<file path="config.mk">
export PLATFORM = sky130hd
export DESIGN_NAME = uart_rx
export DESIGN_NICKNAME = d
export VERILOG_FILES = /design/src/rtl/uart_pkg.sv /design/src/rtl/uart_baud_tick.sv /design/src/rtl/uart_rx.sv
export SDC_FILE = /design/constraint.sdc
export NUM_CORES = 1
export LEC_CHECK = 0
export ABC_AREA = 1
export CAP_MARGIN = 25
export CORE_MARGIN = 2
export CORE_UTILIZATION = 63
export CTS_CLUSTER_DIAMETER = 120
export CTS_CLUSTER_SIZE = 28
export DETAILED_ROUTE_END_ITERATION = 10
export PLACE_DENSITY_LB_ADDON = 0.08
export RECOVER_POWER = 25
export SYNTH_ARGS = -nofsm -noshare
export SYNTH_HDL_FRONTEND = slang
export SYNTH_SLANG_ARGS = --single-unit
</file>
<file path="constraint.sdc">
create_clock -name clk -period 2.93 [get_ports clk]
set_clock_uncertainty 0.05 [all_clocks]
set_input_delay 0.7325 -clock clk [delete_from_list [all_inputs] [get_ports clk]]
set_output_delay 0.7325 -clock clk [all_outputs]
set_load 0.01 [all_outputs]
</file>
<file path="src/rtl/uart_pkg.sv">
// Shared UART definitions: receiver FSM states, frame constants and helpers
// used by both the receiver and the transmitter.
package uart_pkg;

  localparam int unsigned UART_DATA_BITS  = 8;
  localparam int unsigned UART_OVERSAMPLE = 16;
  localparam int unsigned UART_DIV_W      = 16;

  typedef enum logic [1:0] {
    IDLE  = 2'd0,
    START = 2'd1,
    DATA  = 2'd2,
    STOP  = 2'd3
  } uart_state_e;

  // Clocks per oversample tick for a given clock, line rate and oversampling.
  function automatic int unsigned uart_sample_div(input int unsigned clk_hz,
                                                  input int unsigned baud,
                                                  input int unsigned oversample);
    return clk_hz / (baud * oversample);
  endfunction

  function automatic logic majority3(input logic a, input logic b, input logic c);
    return (a & b) | (a & c) | (b & c);
  endfunction

endpackage

</file>
<file path="src/rtl/uart_baud_tick.sv">
// Sample-tick generator: counts DIV-1 down to 0, ticks at 0, and can be
// re-phased with a synchronous reload.
module uart_baud_tick
  import uart_pkg::*;
#(
  parameter int unsigned DIV = 2
) (
  input  logic clk,
  input  logic nrst,
  input  logic reload,
  output logic tick_c
);

  localparam logic [UART_DIV_W-1:0] RELOAD_VAL = UART_DIV_W'(DIV - 1);

  logic [UART_DIV_W-1:0] cnt_q, cnt_d;

  always_comb begin
    cnt_d = cnt_q - UART_DIV_W'(1);
    if (reload || (cnt_q == '0)) begin
      cnt_d = RELOAD_VAL;
    end
  end

  // A reload in the same cycle as the terminal count restarts the phase.
  assign tick_c = (cnt_q == '0) && !reload;

  always_ff @(posedge clk or negedge nrst) begin
    if (!nrst) begin
      cnt_q <= '0;
    end else begin
      cnt_q <= cnt_d;
    end
  end

endmodule

</file>
<file path="src/rtl/uart_rx.sv">
// 8N1 UART receiver: 2-FF synchroniser, oversampled 3-sample majority vote,
// false-start rejection, framing-error strobe and early stop-bit re-arm.
module uart_rx
  import uart_pkg::*;
#(
  parameter int unsigned CLK_HZ     = 200_000_000,
  parameter int unsigned BAUD       = 9600,
  parameter int unsigned OVERSAMPLE = UART_OVERSAMPLE,
  parameter int unsigned SAMPLE_DIV = uart_sample_div(CLK_HZ, BAUD, OVERSAMPLE)
) (
  input  logic       clk,
  input  logic       nrst,
  input  logic       rxd,
  output logic [7:0] rx_data,
  output logic       rx_done,
  output logic       rx_frame_err,
  output logic       rx_busy
);

  localparam int unsigned SAMP_W = $clog2(OVERSAMPLE);
  localparam int unsigned BIT_W  = $clog2(UART_DATA_BITS);

  localparam logic [SAMP_W-1:0] SAMP_LAST = SAMP_W'(OVERSAMPLE - 1);
  localparam logic [SAMP_W-1:0] VOTE_A    = SAMP_W'(OVERSAMPLE / 2 - 1);
  localparam logic [SAMP_W-1:0] VOTE_B    = SAMP_W'(OVERSAMPLE / 2);
  localparam logic [SAMP_W-1:0] VOTE_MID  = SAMP_W'(OVERSAMPLE / 2 + 1);
  localparam logic [BIT_W-1:0]  BIT_LAST  = BIT_W'(UART_DATA_BITS - 1);

  uart_state_e                state_q, state_d;
  logic [1:0]                 sync_q, sync_d;
  logic                       rxd_prev_q, rxd_prev_d;
  logic [SAMP_W-1:0]          samp_q, samp_d;
  logic [BIT_W-1:0]           bit_q, bit_d;
  logic [1:0]                 vote_q, vote_d;
  logic [UART_DATA_BITS-1:0]  shift_q, shift_d;
  logic [UART_DATA_BITS-1:0]  data_q, data_d;
  logic                       done_q, done_d;
  logic                       ferr_q, ferr_d;
  logic                       busy_q, busy_d;

  logic rxd_s;
  logic tick_c;
  logic reload_c;
  logic mid_c;
  logic vote_c;

  assign rxd_s = sync_q[1];

  uart_baud_tick #(
    .DIV (SAMPLE_DIV)
  ) u_tick (
    .clk    (clk),
    .nrst   (nrst),
    .reload (reload_c),
    .tick_c (tick_c)
  );

  assign mid_c  = tick_c && (samp_q == VOTE_MID);
  assign vote_c = majority3(vote_q[0], vote_q[1], rxd_s);

  always_comb begin
    state_d    = state_q;
    sync_d     = {sync_q[0], rxd};
    rxd_prev_d = rxd_s;
    samp_d     = samp_q;
    bit_d      = bit_q;
    vote_d     = vote_q;
    shift_d    = shift_q;
    data_d     = data_q;
    done_d     = 1'b0;
    ferr_d     = 1'b0;
    busy_d     = busy_q;
    reload_c   = 1'b0;

    // Oversample position within the current bit, plus the two early votes.
    if (tick_c) begin
      samp_d = (samp_q == SAMP_LAST) ? '0 : samp_q + SAMP_W'(1);
      if (samp_q == VOTE_A) vote_d[0] = rxd_s;
      if (samp_q == VOTE_B) vote_d[1] = rxd_s;
    end

    unique case (state_q)
      IDLE: begin
        if (rxd_prev_q && !rxd_s) begin
          state_d  = START;
          busy_d   = 1'b1;
          reload_c = 1'b1;
          samp_d   = '0;
        end
      end
      START: begin
        if (mid_c) begin
          if (!vote_c) begin
            state_d = DATA;
            bit_d   = '0;
          end else begin
            state_d = IDLE;
            busy_d  = 1'b0;
          end
        end
      end
      DATA: begin
        if (mid_c) begin
          shift_d = {vote_c, shift_q[UART_DATA_BITS-1:1]};
          bit_d   = bit_q + BIT_W'(1);
          if (bit_q == BIT_LAST) state_d = STOP;
        end
      end
      STOP: begin
        // Re-arm at the stop-bit centre so a back-to-back start edge is caught.
        if (mid_c) begin
          data_d  = shift_q;
          done_d  = vote_c;
          ferr_d  = !vote_c;
          busy_d  = 1'b0;
          state_d = IDLE;
        end
      end
      default: state_d = IDLE;
    endcase
  end

  always_ff @(posedge clk or negedge nrst) begin
    if (!nrst) begin
      state_q    <= IDLE;
      sync_q     <= 2'b11;
      rxd_prev_q <= 1'b1;
      samp_q     <= '0;
      bit_q      <= '0;
      vote_q     <= '0;
      shift_q    <= '0;
      data_q     <= '0;
      done_q     <= 1'b0;
      ferr_q     <= 1'b0;
      busy_q     <= 1'b0;
    end else begin
      state_q    <= state_d;
      sync_q     <= sync_d;
      rxd_prev_q <= rxd_prev_d;
      samp_q     <= samp_d;
      bit_q      <= bit_d;
      vote_q     <= vote_d;
      shift_q    <= shift_d;
      data_q     <= data_d;
      done_q     <= done_d;
      ferr_q     <= ferr_d;
      busy_q     <= busy_d;
    end
  end

  assign rx_data      = data_q;
  assign rx_done      = done_q;
  assign rx_frame_err = ferr_q;
  assign rx_busy      = busy_q;

endmodule

</file>
Word-level counts from Yosys, hierarchy flattened

Cells that the tools add are included.

Register bits: 49
Logic and storage cells: 81

Reduce and logical (&&, ||, !) cells: 18
Equality and inequality tests: 15
Add/subtract/negate cells: 3
Bitwise gates (word level): 5
Multiplexer cells: 27

Operators with widths:

| kind                    | count |
|---|---|
| $logic_not A16 Y1       | 1 |
| $mux W16                | 1 |
| $mux W4                 | 4 |
| $sub A16 B1 Y16 const B | 1 |
| $ne A2 B2 Y1 const B    | 7 |
| $eq A4 B4 Y1 const B    | 3 |
| $mux W2                 | 6 |
| $mux W1                 | 10 |
| $reduce_and A5 Y1       | 2 |
| $mux W3                 | 3 |
| $pmux W2 S4             | 1 |
| $reduce_and A2 Y1       | 4 |
| $pmux W3 S2             | 1 |
| $add A4 B1 Y4 const B   | 1 |
| $eq A2 B2 Y1 const B    | 2 |
| $eq A4 B3 Y1 const B    | 1 |
| $reduce_and A4 Y1       | 1 |
| $add A3 B1 Y3 const B   | 1 |
| $and A1 B1 Y1           | 3 |
| $eq A3 B3 Y1 const B    | 1 |
| $logic_and A1 B1 Y1     | 3 |
| $logic_not A1 Y1        | 3 |
| $pmux W1 S3             | 1 |
| $reduce_bool A3 Y1      | 1 |
| 5 further kinds         | 6 |

Depth between registers and ports, before layout

Gate-level depths: netlist of the first run.

Word-level depth: 9
Mapped depth: 10

Cells and area by module

Synthesis of the first run repeated with hierarchy kept, for this count alone.

Cells, all modules: 282
Area total of the unflattened synthesis: 2446.1 µm²

By module, submodules not included:

| module         | area an instance (µm²) | cells each | times used |
|---|---|---|---|
| uart_rx        | 1477.7                 | 156        | 1 |
| uart_baud_tick | 968.4                  | 126        | 1 |

Worst setup path after synthesis of the first run

No wires, ideal clock.

Path kind: register to register
From: register samp_q[1]
To: register shift_q[1]
Arrival: 1359 ps
Setup time: 126 ps
Buffers on the path: 1
Slack: 1395 ps
Stages on the path, launching flop included: 8
Path through: dfrtp_1 -> inv_1 -> ha_1 -> and3_2 -> nand4_4 -> nor2_4 -> buf_6 -> o21ai_0

Cells in the longest elaborated chain, start to end: 3

Ends and longest elaborated chain:

| what                        | line           | source |
|---|---|---|
| from (decl)                 | uart_rx.sv:32  | `logic [SAMP_W-1:0] samp_q, samp_d;` |
| from (signal assigned)      | uart_rx.sv:140 | `samp_q <= samp_d;` |
| $eq A4 B4 Y1                | uart_rx.sv:58  | `assign mid_c = tick_c && (samp_q == VOTE_MID);` |
| $logic_and A1 B1 Y1         | uart_rx.sv:58  |  |
| $reduce_and A2 Y1 (no line) | --             |  |
| to (signal assigned)        | uart_rx.sv:143 | `shift_q <= shift_d;` |
| to (decl)                   | uart_rx.sv:35  | `logic [UART_DATA_BITS-1:0] shift_q, shift_d;` |

No other way between the ends.
A chain may end at the register's enable or synchronous reset.

Final worst setup path of the first run

From: register data_q[2] (netlist: rx_data[2])
To: output rx_data[2]

RTL lines:

| what                   | line           | source |
|---|---|---|
| from (decl)            | uart_rx.sv:36  | `logic [UART_DATA_BITS-1:0] data_q, data_d;` |
| from (signal assigned) | uart_rx.sv:144 | `data_q <= data_d;` |
| to (decl)              | uart_rx.sv:14  | `output logic [7:0] rx_data,` |

No word-level cell between the ends.

==> metrics.md, run 1 <==
| Metric | Value |
|---|---|
| Initial antenna violation count | 0 |
| CTS tree | yes |
| Leakage | 0.00127 uW |
| Worst R2R Setup Slack | 1.15 ns |
| Slowest cell on the critical path | clkdlybuf4s50_1 |
| Worst hold path startpoint | sync_q[0]$_DFF_PN1_ |
| DIE WIDTH | 65.3 um |
| Initial DRC Count | 124 |
| Share of post-route cells with drive strength above 1 | 13.8% |
| Worst-path maximum fanout | 2 |
| Hpwl dp | 2790 um |
| Synth cell types | 30 |
| Worst Tran Pin Value | 1.16 ns |
| Clock Tree Root | clkbuf_8 |
| Syn Nets | 273 |
| Largest net degree at the start of global routing | 50 |
| Layout overhead on the synthesized area | 12.7% |
| Crit Path Category | reg -> out |
| Adder-cell share of the synthesized area | 3.70% |
| Pwr dens | 695 mW/mm2 |
| Startpoint class of the critical path | flop |
| Placer congestion estimate | 0.880 |
| Full die area | 0.00426 mm2 |
| VDD IR max | 0.556 mV |
| Postcts setup bufs | 0 |
| Fin nets | 292 |
| H-tree depth | 2 |
| Clock Tree Buf Depth | 2 |
| Register bit total from synthesis | 49 |
| First-pass GRT wire length | 7020 um |
| Minimum clock period | 1.98 ns |
| CP required | 2.15 ns |
| Max Clock Freq | 0.504 GHz |
| Largest family of logic cells by synthesized area | simple AND/OR/NAND/NOR gates |
| Setup Viol. Count Final | 0 |
| Synth Area in Compound Gates | 9.41% |
| Worst Path Buf+Inv | 1 |
| CP Cell Sequence | clkdlybuf4s50_1 |
| Hold Crit Class | reg -> reg |
| Worst path top cell family by delay | buffers and inverters |
| Ports | 14 |
| Post-DRT Antenna Nets | 0 |
| Hold path depth | 0 |
| Synth Area in XOR/XNOR | 2.96% |
| Hold Path End | sync_q[1]$_DFF_PN1_ |
| Sequential area share after synthesis | 52.0% |
| Cts hold-fix bufs | 0 |
| CP max stage delay | 0.54 ns |
| Drc violations | 0 |
| Core region area | 0.00363 mm2 |
| Worst R2R Start | u_tick.cnt_q[0]$_DFF_PN0_ |
| Avg Cell Area, Syn | 9.00 um2 |
| Total negative slack | 0 ns |
| Vias per cell | 4.97 |
| Final WL | 3990 um |
| Endpoint type of the worst setup path | output pin |
| Ant. Diodes | 0 |
| DR WL/cell | 12.1 um |
| Total power | 1860 uW |
| WP data arrival | 1.20 ns |
| Worst-Skew Late Latency | 0.29 ns |
| Final slew viol count | 0 |
| Initial Utilization | 65.1% |
| R2R cell count | 9 |
| Post-Synthesis Cell Area | 0.00237 mm2 |
| Port Buffers | 13 |
| Syn Inst Count | 263 |
| Aggregate global-route resource usage | 21.5% |
| R2r endpoint | rx_data[2]$_DFFE_PN0P_ |
| Site Rows | 22 |
| RSZ-0062 raised after global routing | no |
| Post_cts resized | 0 |
| Mux contribution to synthesized area | 0% |
| Die Height | 65.3 um |
| Routed vias | 1645 |
| Cts bufs inserted | 5 |
| Slew headroom | 22.7% |
| Vias in the first global route | 1589 |
| Share of the clock period used by the worst path | 67.7% |
| Remaining global-route overflow | 0 |
| Sink Count | 49 |
| Worst-path clk slew | 0.09 ns |
| Status | complete, no violations |
| Drt first pass iters | 4 |
| Synth Warn # | 0 |
| Simple-gate share of the synthesized area | 25.3% |
| Max Cap Viol | 0 |
| Hold Violations, Final | 0 |
worst max path at each step:
stage | startpoint | end | slack [ns] | cells after the start
floorplan | samp_q[1]$_DFF_PN0_ | shift_q[1]$_DFFE_PN0P_ | 1.39 | 7
global placement | samp_q[1]$_DFF_PN0_ | shift_q[4]$_DFFE_PN0P_ | 1.20 | 6
detailed placement | u_tick.cnt_q[0]$_DFF_PN0_ | rx_data[2]$_DFFE_PN0P_ | 1.14 | 9
CTS | rx_data[2]$_DFFE_PN0P_ | rx_data[2] | 0.93 | 1
global route | rx_data[0]$_DFFE_PN0P_ | rx_data[0] | 0.90 | 1
finish | rx_data[2]$_DFFE_PN0P_ | rx_data[2] | 0.95 | 1
layer usage:
metal	part of all wire [%]	GRT usage [%]	vias to the layer above
met4	0.93	5.47	0
met5	0	0	-
li1	-	-	866
met3	2.5	6.16	4
met2	45	33.7	18
met1	52	29.8	757
final cells by class:
class / count / area (um2)
Tap cell: 48 / 60.1
Fill cell: 285 / 966
Clock buffer: 5 / 68.8
Multi-Input combinational cell: 176 / 978
Inverter: 36 / 135
Timing Repair Buffer: 14 / 130
Clock inverter: 3 / 65.1
Sequential cell: 49 / 1230
flip-flops by register name (all words and copies together) (netlist names), 2 cells and up, named ones only:
name,cells
rx_data,8
vote_q,2
sync_q,2
samp_q,4
bit_q,3
u_tick.cnt_q,16
shift_q,8
cells by family (layout without fill, tap and decap cells):
group / after synthesis / count (layout)
AO/OA/AOI/OAI: 37 / 37
flip-flops: 49 / 49
adder cells (fa/ha/maj): 7 / 7
AND/OR/NAND/NOR: 124 / 124
XOR/XNOR: 8 / 8
buffers and inverters: 38 / 58
power breakdown:
group	switching [uW]	total, uW	internal, uW
Sequential	79.4	851	772
Clock	216	555	339
Combinational	286	449	164
Total	581	1860	1270
cell usage in the layout (no fill, tap or decap), types with 2 or more instances in the layout:
master	count
nor2_4	5
o21ai_2	8
inv_2	2
o21ai_1	2
clkbuf_8	5
a21oi_1	5
dfrtp_1	46
nor2_2	4
dfstp_2	2
inv_1	34
nand3_1	9
nand2_1	65
o21ai_0	19
xor2_1	7
bufinv_16	2
nand2_2	2
clkdlybuf4s50_1	11
nor2_1	27
nand4_1	4
ha_1	7
metrics by stage:
stage	utilization [%]	hold slack (ns)	worst slack (ns)	cells	area (um2)
final	73.4	0.338	0.946	331	2670
after global placement	69.8	0.310	1.20	323	2540
after detailed placement	69.8	0.310	1.14	323	2540
after CTS	73.5	0.327	0.932	331	2670
after floorplan	-	0.295	1.39	263	2370
after global routing	73.4	0.334	0.903	331	2670
synth_stat cells, drive strengths merged:
master,number,area (um2)
a21boi,1,7.51
a21oi,5,25.0
and3,1,7.51
buf,2,22.5
dfrtp,46,1150
dfstp,3,78.8
ha,7,87.6
inv,36,135
nand2,67,256
nand3,10,62.6
nand3b,1,7.51
nand4,5,46.3
nor2,36,183
nor3,1,10.0
nor3b,1,12.5
nor4,1,6.26
o211ai,1,7.51
o21ai,29,175
o31ai,1,7.51
or2,1,6.26
xnor2,1,8.76
xor2,7,61.3
Note: power is estimated with default switching activity, not from simulation.
==> run 2: changes to the inputs <==
--- a/config.mk
+++ b/config.mk
@@ -8,7 +8,7 @@
 export ABC_AREA = 1
 export CAP_MARGIN = 25
 export CORE_MARGIN = 2
-export CORE_UTILIZATION = 63
+export CORE_UTILIZATION = 58
 export CTS_CLUSTER_DIAMETER = 120
 export CTS_CLUSTER_SIZE = 28
 export DETAILED_ROUTE_END_ITERATION = 10
==> constraint.sdc (replaced) <==
create_clock -name clk -period 2.1 [get_ports clk]
set_clock_uncertainty 0.05 [all_clocks]
set_input_delay 0.525 -clock clk [delete_from_list [all_inputs] [get_ports clk]]
set_output_delay 0.525 -clock clk [all_outputs]
set_load 0.01 [all_outputs]
==> run 2 against run 1 <==
  * Combinational power is 37% higher
  * Highest routed layer unchanged
  * Non-clock buffer count is 1 higher
  * Core utilization is 6.8 points lower
  * Register-to-register slack worse by 0.80 ns
  * Largest cell class unchanged
  * Final area is 0.89% lower
  * Largest power group unchanged
  * Critical path depth stayed put
==> metrics.md, run 2 (same netlist as run 1, synthesis figures left out) <==
| Metric | Value |
|---|---|
| Area post-placement | 0.00256 mm2 |
| Slew headroom | 43.9% |
| Logic pwr share | 25.6% |
| Die Height | 67.9 um |
| Final Cell Area | 0.00264 mm2 |
| Startpoint class of the critical path | flop |
| DIE WIDTH | 67.9 um |
| Drc violations | 0 |
| Final worst setup slack | 0.313 ns |
| Worst Tran Pin Value | 0.842 ns |
| CP required | 1.52 ns |
| Final slew viol count | 0 |
| Hold Crit Class | in -> async |
| Fin nets | 293 |
| Max FFs per register | 16 |
| CP max stage delay | 0.54 ns |
| Switch share | 33.5% |
| Endpoint type of the worst setup path | output pin |
| Vias per cell | 5.00 |
| DR WL/cell | 12.0 um |
| Ant. Diodes | 0 |
| Hpwl dp | 2930 um |
| Sw power | 807 uW |
| Share of the clock period used by the worst path | 85.1% |
| Cts hold-fix bufs | 0 |
| Minimum clock period | 1.79 ns |
| Share of post-route cells with drive strength above 1 | 13.7% |
| CP Cell Sequence | clkdlybuf4s50_1 |
| Clock power frac | 25.0% |
| Sink Count | 49 |
| Worst path top cell family by delay | buffers and inverters |
| Cts bufs inserted | 5 |
| Post-DRT Antenna Nets | 0 |
| Clock Tree Root | clkbuf_8 |
| Slowest cell on the critical path | clkdlybuf4s50_1 |
| Max Clock Freq | 0.560 GHz |
| Postcts setup bufs | 0 |
| Routed vias | 1669 |
| Hold Violations, Final | 0 |
| Crit Path Category | reg -> out |
| Core region area | 0.00397 mm2 |
| Leakage | 0.00126 uW |
| Worst-path maximum fanout | 2 |
| Layout overhead on the synthesized area | 11.7% |
| Largest Register | u_tick.cnt_q |
| Full die area | 0.00461 mm2 |
| Status | complete, no violations |
| VDD IR max | 0.516 mV |
| H-tree depth | 2 |
| Initial DRC Count | 106 |
| Post_cts resized | 0 |
| Dpl ws | 0.343 ns |
| Site Rows | 23 |
| Aggregate global-route resource usage | 20.5% |
| Pwr dens | 912 mW/mm2 |
| Setup Viol. Count Final | 0 |
| Remaining global-route overflow | 0 |
| Max Cap Viol | 0 |
| Port Buffers | 13 |
| Clock Tree Buf Depth | 2 |
| First-pass GRT wire length | 6960 um |
| Internal | 1600 uW |
| Drt first pass iters | 4 |
| Final WL | 4010 um |
| Placer congestion estimate | 0.814 |
| Vias in the first global route | 1612 |
| Most frequent cells in the layout | 65 x nand2_1, 46 x dfrtp_1, 34 x inv_1 |
| CTS tree | yes |
| Seq pwr share | 49.4% |
| Largest net degree at the start of global routing | 36 |
| Total negative slack | 0 ns |
| Ports | 14 |
| Leading cell type in the layout, fill and taps excluded | nand2_1 |
| Initial Utilization | 59.6% |
| Worst-Skew Late Latency | 0.30 ns |
| RSZ-0062 raised after global routing | no |
| Worst Path Buf+Inv | 1 |
| Worst-path clk slew | 0.09 ns |
| WP data arrival | 1.21 ns |
| Initial antenna violation count | 0 |
-- run 2: layout make-up --
class	count	area, um2
well taps	50	62.6
flip-flops and latches	49	1230
multi-input cells	176	978
inverters	36	135
clock buffers	7	96.3
clock inverters	1	5.00
fillers	330	1330
repair buffers	15	136
-- run 2: worst paths after layout --
kind	start	to	slack (ns)	cells after the start
max	rx_busy$_DFFE_PN0P_	rx_busy	0.31	1
min	nrst	u_tick.cnt_q[10]$_DFF_PN0_	0.23	1
max reg2reg	u_tick.cnt_q[0]$_DFF_PN0_	rx_data[1]$_DFFE_PN0P_	0.35	9
min reg2reg	sync_q[0]$_DFF_PN1_	sync_q[1]$_DFF_PN1_	0.32	0
max in group asynchronous	nrst	rx_data[2]$_DFFE_PN0P_	0.47	2
min in group clk	sync_q[0]$_DFF_PN1_	sync_q[1]$_DFF_PN1_	0.32	0
-- run 2: metal layers --
metal	track usage, %	share of wire [%]
met1	26.5	50
met2	33.0	46
met3	4.44	2.3
met4	9.25	1.5
met5	0	0
-- run 2: through the flow --
stage	total power, uW	util, %	hold slack [ns]	cells
floorplan	1670	-	0.179	263
global placement	1810	64.4	0.302	326
detailed placement	1830	64.4	0.306	326
CTS	2440	67.0	0.0865	334
global route	2590	66.6	0.296	334
finish	2410	66.6	0.233	334
-- run 2: power groups by stage --
stage	combinational (uW)	sequential [uW]	clock (uW)
after global routing	722	1210	658
after CTS	626	1190	622
after detailed placement	621	1210	0
final	616	1190	603
after floorplan	482	1190	0
after global placement	608	1200	0
